## src/rtl/e203_ifu_jalr_sched_pkg.sv

```systemverilog
// e203_ifu_jalr_sched_pkg: shared state/class encodings for the JALR target scheduler
package e203_ifu_jalr_sched_pkg;

    typedef enum logic [2:0] {
        ST_IDLE = 3'd0,
        ST_DEPW = 3'd1,
        ST_RDRF = 3'd2,
        ST_CAPT = 3'd3,
        ST_RESP = 3'd4
    } jalr_state_e;

    typedef enum logic [1:0] {
        CLS_X0 = 2'd0,
        CLS_X1 = 2'd1,
        CLS_XN = 2'd2
    } jalr_cls_e;

    localparam int unsigned RF_IDX_X0 = 0;
    localparam int unsigned RF_IDX_X1 = 1;

endpackage

```

## src/rtl/e203_ifu_jalr_cls.sv

```systemverilog
// e203_ifu_jalr_cls: classify a JALR rs1 index as x0, x1 or a general register
module e203_ifu_jalr_cls
    import e203_ifu_jalr_sched_pkg::*;
#(
    parameter int RFIDX_WIDTH = 5
) (
    input  logic [RFIDX_WIDTH-1:0] rs1idx_i,
    output jalr_cls_e              cls_o
);

    assign cls_o = (rs1idx_i == RFIDX_WIDTH'(RF_IDX_X0)) ? CLS_X0 :
                   (rs1idx_i == RFIDX_WIDTH'(RF_IDX_X1)) ? CLS_X1 : CLS_XN;

endmodule

```

## src/rtl/e203_ifu_jalr_sched.sv

```systemverilog
// e203_ifu_jalr_sched: resolves JALR targets, waiting out x1/xN dependencies and
// borrowing regfile read port 1 when the EXU leaves it idle.
module e203_ifu_jalr_sched
    import e203_ifu_jalr_sched_pkg::*;
#(
    parameter int PC_SIZE     = 32,
    parameter int XLEN        = 32,
    parameter int RFIDX_WIDTH = 5,
    parameter int STALL_CNT_W = 8
) (
    input  logic                   clk,
    input  logic                   rst_n,
    input  logic                   req_valid,
    output logic                   req_ready,
    input  logic [RFIDX_WIDTH-1:0] req_rs1idx,
    input  logic [XLEN-1:0]        req_imm,
    input  logic                   oitf_empty,
    input  logic                   ir_empty,
    input  logic                   ir_rs1en,
    input  logic                   ir_valid_clr,
    input  logic                   ir_rd_is_x1,
    input  logic                   exu_rs1_req,
    output logic                   rf_rs1_ena,
    output logic [RFIDX_WIDTH-1:0] rf_rs1_idx,
    input  logic [XLEN-1:0]        rf2bpu_x1,
    input  logic [XLEN-1:0]        rf2bpu_rs1,
    input  logic                   flush,
    output logic                   resp_valid,
    input  logic                   resp_ready,
    output logic [PC_SIZE-1:0]     resp_target,
    output logic                   sched_busy,
    output logic [STALL_CNT_W-1:0] stall_cnt
);

    jalr_state_e             state_q, state_d;
    jalr_cls_e               cls_q, cls_d, req_cls;
    logic [RFIDX_WIDTH-1:0]  idx_q, idx_d;
    logic [XLEN-1:0]         imm_q, imm_d, x1_sum, rs1_sum;
    logic [PC_SIZE-1:0]      target_q, target_d;
    logic [STALL_CNT_W-1:0]  stall_q, stall_d;
    logic                    accept, dep_clr, stall_inc;

    e203_ifu_jalr_cls #(.RFIDX_WIDTH(RFIDX_WIDTH)) u_cls (
        .rs1idx_i (req_rs1idx),
        .cls_o    (req_cls)
    );

    assign accept    = (state_q == ST_IDLE) & req_valid & ~flush;
    assign dep_clr   = (cls_q == CLS_X1) ? (oitf_empty & ~ir_rd_is_x1)
                                         : (oitf_empty & (ir_empty | ir_valid_clr | ~ir_rs1en));
    assign stall_inc = ((state_q == ST_DEPW) & ~dep_clr) | ((state_q == ST_RDRF) & exu_rs1_req);
    // Carry out of the XLEN-bit add is dropped; the target keeps the low PC_SIZE bits
    assign x1_sum    = rf2bpu_x1 + imm_q;
    assign rs1_sum   = rf2bpu_rs1 + imm_q;

    assign req_ready   = (state_q == ST_IDLE);
    assign sched_busy  = (state_q != ST_IDLE);
    assign resp_valid  = (state_q == ST_RESP);
    assign rf_rs1_ena  = (state_q == ST_RDRF) & ~exu_rs1_req & ~flush;
    assign rf_rs1_idx  = (state_q == ST_RDRF) ? idx_q : '0;
    assign resp_target = target_q;
    assign stall_cnt   = stall_q;

    always_comb begin
        state_d  = state_q;
        cls_d    = cls_q;
        idx_d    = idx_q;
        imm_d    = imm_q;
        target_d = target_q;
        stall_d  = stall_q + STALL_CNT_W'(stall_inc & ~&stall_q);
        case (state_q)
            ST_IDLE: if (accept) begin
                idx_d   = req_rs1idx;
                imm_d   = req_imm;
                cls_d   = req_cls;
                stall_d = '0;
                state_d = (req_cls == CLS_X0) ? ST_RESP : ST_DEPW;
                if (req_cls == CLS_X0) target_d = req_imm[PC_SIZE-1:0];
            end
            ST_DEPW: if (dep_clr) begin
                state_d = (cls_q == CLS_X1) ? ST_RESP : ST_RDRF;
                if (cls_q == CLS_X1) target_d = x1_sum[PC_SIZE-1:0];
            end
            ST_RDRF: state_d = exu_rs1_req ? ST_RDRF : ST_CAPT;
            ST_CAPT: begin
                target_d = rs1_sum[PC_SIZE-1:0];
                state_d  = ST_RESP;
            end
            ST_RESP: state_d = resp_ready ? ST_IDLE : ST_RESP;
            default: state_d = ST_IDLE;
        endcase
        if (flush) state_d = ST_IDLE;
    end

    always_ff @(posedge clk or negedge rst_n) begin
        if (!rst_n) begin
            state_q  <= ST_IDLE;
            cls_q    <= CLS_X0;
            idx_q    <= '0;
            imm_q    <= '0;
            target_q <= '0;
            stall_q  <= '0;
        end else begin
            state_q  <= state_d;
            cls_q    <= cls_d;
            idx_q    <= idx_d;
            imm_q    <= imm_d;
            target_q <= target_d;
            stall_q  <= stall_d;
        end
    end

endmodule
```

## config.mk

```make
export PLATFORM = sky130hd
export DESIGN_NAME = e203_ifu_jalr_sched
export DESIGN_NICKNAME = d
export VERILOG_FILES = /design/src/rtl/e203_ifu_jalr_sched_pkg.sv /design/src/rtl/e203_ifu_jalr_cls.sv /design/src/rtl/e203_ifu_jalr_sched.sv
export SDC_FILE = /design/constraint.sdc
export NUM_CORES = 1
export LEC_CHECK = 0
export ABC_AREA = 1
export BUFFER_PORTS_ARGS = -buffer_cell sky130_fd_sc_hd__buf_2
export CAP_MARGIN = 20
export CORE_MARGIN = 2
export CORE_UTILIZATION = 35
export DETAILED_ROUTE_END_ITERATION = 10
export HOLD_SLACK_MARGIN = 0.03
export PLACE_DENSITY = 0.56
export SYNTH_ARGS = -nofsm -noshare
export SYNTH_HDL_FRONTEND = slang
export SYNTH_SLANG_ARGS = --single-unit
```

## constraint.sdc

```tcl
create_clock -name clk -period 3.5 [get_ports clk]
set_clock_uncertainty 0.05 [all_clocks]
set_input_delay 0.7 -clock clk [delete_from_list [all_inputs] [get_ports clk]]
set_output_delay 0.7 -clock clk [all_outputs]
set_load 0.01 [all_outputs]
```

## Word level (Yosys, flattened, before mapping)

Index checks and enable logic that the tools add are counted.

- $add $sub $neg: 3
- Eq/ne operators: 12
- Mux-type cells: 19
- Bitwise operators: 17
- Reductions and logical operators: 10

Operator list:

| cell | number |
|---|---|
| two-way mux 32 bit | 4 |
| case mux 32 bit (3 select lines) | 1 |
| adder 32 bit | 2 |
| two-way mux 3 bit | 6 |
| two-way mux 8 bit | 2 |
| case mux 3 bit (5 select lines) | 1 |
| AND 1 bit | 9 |
| adder 8 x 1 -> 8 bit | 1 |
| AND reduction 8 bit | 1 |
| equality test 3 x 2 -> 1 bit (second input constant) | 2 |
| inequality test 2 x 1 -> 1 bit (second input constant) | 3 |
| nonzero test 3 bit | 2 |
| equality test 5 x 1 -> 1 bit (second input constant) | 1 |
| logical NOT 5 bit | 1 |
| two-way mux 5 bit | 1 |
| inverter 1 bit | 5 |
| AND reduction 5 bit | 1 |
| two-way mux 2 bit | 2 |
| AND reduction 2 bit | 2 |
| equality test 3 x 1 -> 1 bit (second input constant) | 1 |
| equality test 3 bit (second input constant) | 1 |
| logical NOT 3 bit | 1 |
| inequality test 3 x 1 -> 1 bit (second input constant) | 1 |
| inequality test 3 bit (second input constant) | 1 |
| 6 further kinds | 9 |

- Bits in registers: 82
- Input bits: 112
- Output and inout port bits: 49
- Logic and storage cells: 67

## Depth between registers and ports, before layout

- Word-level depth: 11
- Mapped depth: 19
- Depth with buffers taken out: 18

## Hierarchy

Synthesis repeated with hierarchy kept, for this count alone.

- Cells, all modules: 1082
- Area, all modules: 6481.2 sq um

Modules (own cells, without submodules):

| module | instances | cells an instance | area an instance (sq um) | sequential area each (sq um) |
|---|---|---|---|---|
| e203_ifu_jalr_sched | 1 | 1077 | 6459.9 | 2052.0 |
| e203_ifu_jalr_cls | 1 | 5 | 21.3 | 0.0 |

## Worst setup path before layout

OpenSTA, ideal clock, no wires.

- Path type: register to register
- Start: reg state_q[2]
- End: reg target_q[28] (netlist: resp_target[28])
- Setup time: 0.117 ns
- Arrival time: 2.682 ns
- Required time: 3.333 ns
- Setup slack: 0.652 ns
- Stages on the path, launching flop included: 18
- Buffers on the path: 1
- Clock period less this slack: 2.848 ns
- Cell sequence: dfrtp_1 nor2_2 nand2_1 buf_2 mux2_2 ha_1 inv_1 fa_1 inv_1 nand3_1 nand3_1 nand3_1 nand3_1 nand2_1 nand3_1 nand3_1 nand2_1 nand2_1

- Word-level cells in the longest chain between the ends: 5
- Elaborated cells on any way between the ends: 12
- Classes of those cells: eq/ne: 6; mux: 1; bitwise: 2; reduce/logical: 3

Ends and longest elaborated chain:

| item | RTL line | text |
|---|---|---|
| start, declared | e203_ifu_jalr_sched.sv:35 | `jalr_state_e state_q, state_d;` |
| start signal, assigned | e203_ifu_jalr_sched.sv:104 | `state_q <= state_d;` |
| logical NOT 3 bit | e203_ifu_jalr_sched.sv:48, e203_ifu_jalr_sched.sv:71 |  |
| AND 1 bit (2 in series) | e203_ifu_jalr_sched.sv:48 | `assign accept = (state_q == ST_IDLE) & req_valid & ~flush;` |
| inequality test 2 x 1 -> 1 bit (no source line) | n/a |  |
| AND reduction 5 bit (no source line) | n/a |  |
| end signal, assigned | e203_ifu_jalr_sched.sv:108 | `target_q <= target_d;` |
| end, declared | e203_ifu_jalr_sched.sv:39 | `logic [PC_SIZE-1:0] target_q, target_d;` |

Parallel ways exist; a longest one is shown, timed or not.
A chain may end at the register's enable or synchronous reset.

## Final worst setup path

- Start: reg state_q[2]
- End: reg target_q[24] (netlist: resp_target[24])

The elaborated chain is that of the path after synthesis.

==> summary.json <==
{
  "pwr": {
    "leakagePower_nw": 4.61,
    "p_int_mw": 3.28,
    "clkPwrFrac": 0.151,
    "power.share.sequential": 0.255,
    "power_per_cell_area_nw_per_um2": 822,
    "ir_worst_vdd_mv": 0.385,
    "combinationalPowerShare": 0.595,
    "p_switching_mw": 3.13,
    "power.switching_fraction": 0.489
  },
  "yosys": {
    "number_of_enable_type_register_cells_in_the_synthesized_netlist": 0,
    "post_synth_num_cell_types": 34,
    "synthesis.instances": 999,
    "synth.cell_area_sq_um": 6440,
    "ys_dominant_reg_cell": "dfrtp_1",
    "synth_area_leaders": "dfrtp_1 (32%), nand2_1 (23%), inv_1 (9.3%)",
    "netlist.area_leader.share": 0.319,
    "synthArstFlopShare": 1.00,
    "post-synth-top-area-cell": "dfrtp_1",
    "seq_area_frac_synth": 0.319,
    "synthesis.yosys.warnings": 0,
    "synth.avg_cell_area_sq_um": 6.44,
    "mappedNetlistNets": 1148,
    "synth_seq_cells": 82
  },
  "routing": {
    "wl_met3_um": 903,
    "finalWirelength_um": 19100,
    "drt_iter0_markers": 336,
    "route.detailed.vias_per_inst": 4.64,
    "drtAntennaViolNets": 0,
    "drc": 0,
    "topRoutingLayerUsed": "met4",
    "vias": 6449,
    "met2_wirelength_um": 8600,
    "routedLengthMet1_um": 9350,
    "drt-wirelength-per-cell_um": 13.8,
    "first_pass_iters": 5
  },
  "timing": {
    "max_freq_ghz": 0.314,
    "layout_setup_ws_ns": 0.311,
    "setup_viol": 0,
    "slew_viol_final": 0,
    "rsz0062_at_grt": "no",
    "post-route-min-period_ns": 3.19,
    "max_slew_margin": 0.386,
    "post_route_setup_tns_ns": 0,
    "worst_slew_pin_slew_ns": 0.920,
    "final.period_utilization": 0.911,
    "finalHoldViolations": 0
  },
  "clock_tree": {
    "path_clk_slew_ns": 0.06,
    "cts-root-to-sink-buffers": 2,
    "clock_insertion_delay_worst_skew_ns": 0.36,
    "cts.repair_timing.setup_buffer_count": 0,
    "clkSinkCount": 82,
    "clockRootBuffer": "clkbuf_16",
    "cts_hold_bufs": 0,
    "cts_tree": "built",
    "ctsHtreeMaxLevel": 3,
    "cts_inserted_buffers": 9
  },
  "job": {
    "max_cap_viol_count": 0
  },
  "critical_path": {
    "critical-path-slowest-cell": "dfrtp_1",
    "cpMostUsedCell": "nand2_1",
    "worst-path-max-fanout": 14,
    "worst_setup_path_start_kind": "flip-flop",
    "setup_slack_of_the_worst_register_to_register_path_ns": 0.31,
    "timing.setup.critical_path_class": "flip-flop to flip-flop",
    "crit_chain": "nor2_4, nand2_1, buf_4, mux2_2, ha_1, nand2_1, nor2_2, inv_1, o21bai_1, nand2_1, nand4_1, nand3_1, nand2_1, nand2_1",
    "critical_path.reg2reg.endpoint": "resp_target[24]",
    "cp_slowest_stage_delay_ns": 0.49,
    "crit-reg2reg-launch": "state_q[2]",
    "logic_depth_of_the_worst_register_to_register_path": 14,
    "cp_data_arrival_time_ns": 3.37,
    "worst-endpoint-required_ns": 3.68,
    "worstSetupEndpointType": "flip-flop"
  },
  "placed_design": {
    "place_congestion": 0.909,
    "placed_cell_count": 1373,
    "dp_slack_ns": 0.296,
    "dp_hpwl_um": 15000,
    "port-buffer-count": 160
  },
  "final_layout": {
    "postLayoutCoreUtil": 0.432,
    "num_antenna_cells": 0,
    "net_count_of_the_finished_layout": 1304,
    "area_of_the_multi_input_gates_sq_um": 3660,
    "nFillCells": 1982,
    "final_layout_size_suffix_gt1_frac": 0.194,
    "flip_flop_and_latch_area_sq_um": 2050,
    "syn2layout_area_growth_pct": 21.1,
    "final_cell_count_no_fill": 1389
  },
  "global_route": {
    "globalRoute.totalOverflow": 0,
    "grt_first_pass_wirelength_um": 31100,
    "number_of_antenna_violations_at_the_first_check_in_global_routing": 1,
    "grt_start_max_net_pins": 63,
    "first_global_vias": 6173,
    "globalRouteTotalUtil": 0.199
  },
  "die": {
    "die-width_um": 140,
    "core-area_sq_um": 18000,
    "floorplan.initialDensity": 0.357,
    "placementRows": 49,
    "die_h_um": 140,
    "dieArea_sq_um": 19500,
    "count_of_pins_on_the_block_boundary": 161
  },
  "worst_hold_path": {
    "worst_hold_check_path_type": "input port to asynchronous set/reset pin"
  },
  "outcome": {
    "outcome": "finished, final reports clean"
  }
}
[state kept, by name, summed over array words and instances (netlist names)]
register     cells
cls_q            2
imm_q           32
state_q          3
idx_q            5
stall_cnt        8
resp_target     32
[cell families after synthesis]
group,count (synthesis),share of synthesized area
buf+inv,188,0.113
compound gates,103,0.0867
fa+ha+maj,37,0.0731
flops,82,0.319
xor+xnor,13,0.0177
mux,30,0.0525
simple gates,546,0.338
[cells in the mapped netlist (2+ instances only)]
| cell | number |
|---|---|
| buf_2 | 7 |
| o22ai_1 | 3 |
| o21bai_1 | 4 |
| xnor2_1 | 4 |
| ha_1 | 36 |
| o21ai_0 | 39 |
| nand3_1 | 56 |
| mux2_2 | 30 |
| a21oi_1 | 39 |
| nand2_1 | 397 |
| clkbuf_1 | 14 |
| xor2_1 | 9 |
| inv_1 | 160 |
| nand4_1 | 3 |
| nor3_1 | 10 |
| buf_6 | 2 |
| o211ai_1 | 6 |
| o21ai_1 | 7 |
| nor2_4 | 2 |
| inv_2 | 5 |
| nor2_1 | 72 |
| dfrtp_1 | 82 |
[metrics by stage]
stage	hold WS (ns)	power, mW	cell area, sq um
6_report	0.296	6.41	7790
5_1_grt	0.345	7.10	7790
4_1_cts	0.323	6.47	7790
3_5_place_dp	0.412	5.46	7490
3_3_place_gp	0.404	5.46	7490
2_1_floorplan	0.354	4.33	6440
[layout by cell type (no fill, tap or decap), drive strengths merged, types with 3 or more instances in the layout]
| cell type | Yosys | layout |
|---|---|---|
| nand2 | 398 | 398 |
| ha | 36 | 36 |
| inv | 165 | 165 |
| nor3 | 10 | 10 |
| buf | 9 | 168 |
| o22ai | 3 | 3 |
| xnor2 | 4 | 4 |
| o21ai | 47 | 47 |
| nand4 | 3 | 3 |
| dfrtp | 82 | 82 |
| xor2 | 9 | 9 |
| o211ai | 6 | 6 |
| clkinv | 0 | 4 |
| nand3 | 57 | 57 |
| nor2 | 75 | 75 |
| clkbuf | 14 | 11 |
| a21oi | 39 | 39 |
| mux2 | 30 | 30 |
| o21bai | 4 | 4 |
[worst max-delay path: cells and delay by family (launching register included)]
kind | cells | cell delay [ns]
AOI/OAI and AO/OA | 1 | 0.26
adders and majority gates | 1 | 0.40
buffers and inverters | 2 | 0.35
DFF | 1 | 0.49
muxes | 1 | 0.39
and+or+nand+nor | 9 | 1.11
[area by class of cell]
type / instances / area share
well taps: 229 / 0.0368
flip-flops and latches: 82 / 0.263
multi-input cells: 729 / 0.470
clock inverters: 5 / 0.00835
inverters: 165 / 0.0795
clock buffers: 11 / 0.0299
repair buffers: 168 / 0.112
[worst max path at each step]
stage | to | from | slack (ns) | depth (start not counted)
after floorplan | resp_target[28] | state_q[2] | 0.65 | 17
after global placement | resp_target[24] | state_q[2] | 0.31 | 14
after detailed placement | resp_target[24] | state_q[2] | 0.30 | 14
after CTS | resp_target[24] | state_q[2] | 0.26 | 14
after global routing | resp_target[24] | state_q[2] | 0.05 | 14
final | resp_target[24] | state_q[2] | 0.31 | 14
[power groups by stage]
stage	Sequential, mW	Combinational, mW	Clock [mW]
2_1_floorplan	1.68	2.65	0
3_3_place_gp	1.64	3.82	0
3_5_place_dp	1.64	3.82	0
4_1_cts	1.63	3.84	0.994
5_1_grt	1.68	4.40	1.02
6_report	1.63	3.81	0.966
[timing repair]
item,4_1_cts,5_1_grt
hold endpoints to repair,0,0
setup endpoints to repair,0,1
gates resized for setup,0,1
[metal layers]
layer	vias to the layer above	track usage
li1	3404	-
met1	2887	0.273
met2	142	0.324
met3	16	0.0334
met4	0	0.0558
met5	-	0
No activity file was read; power rests on OpenSTA's default activity.
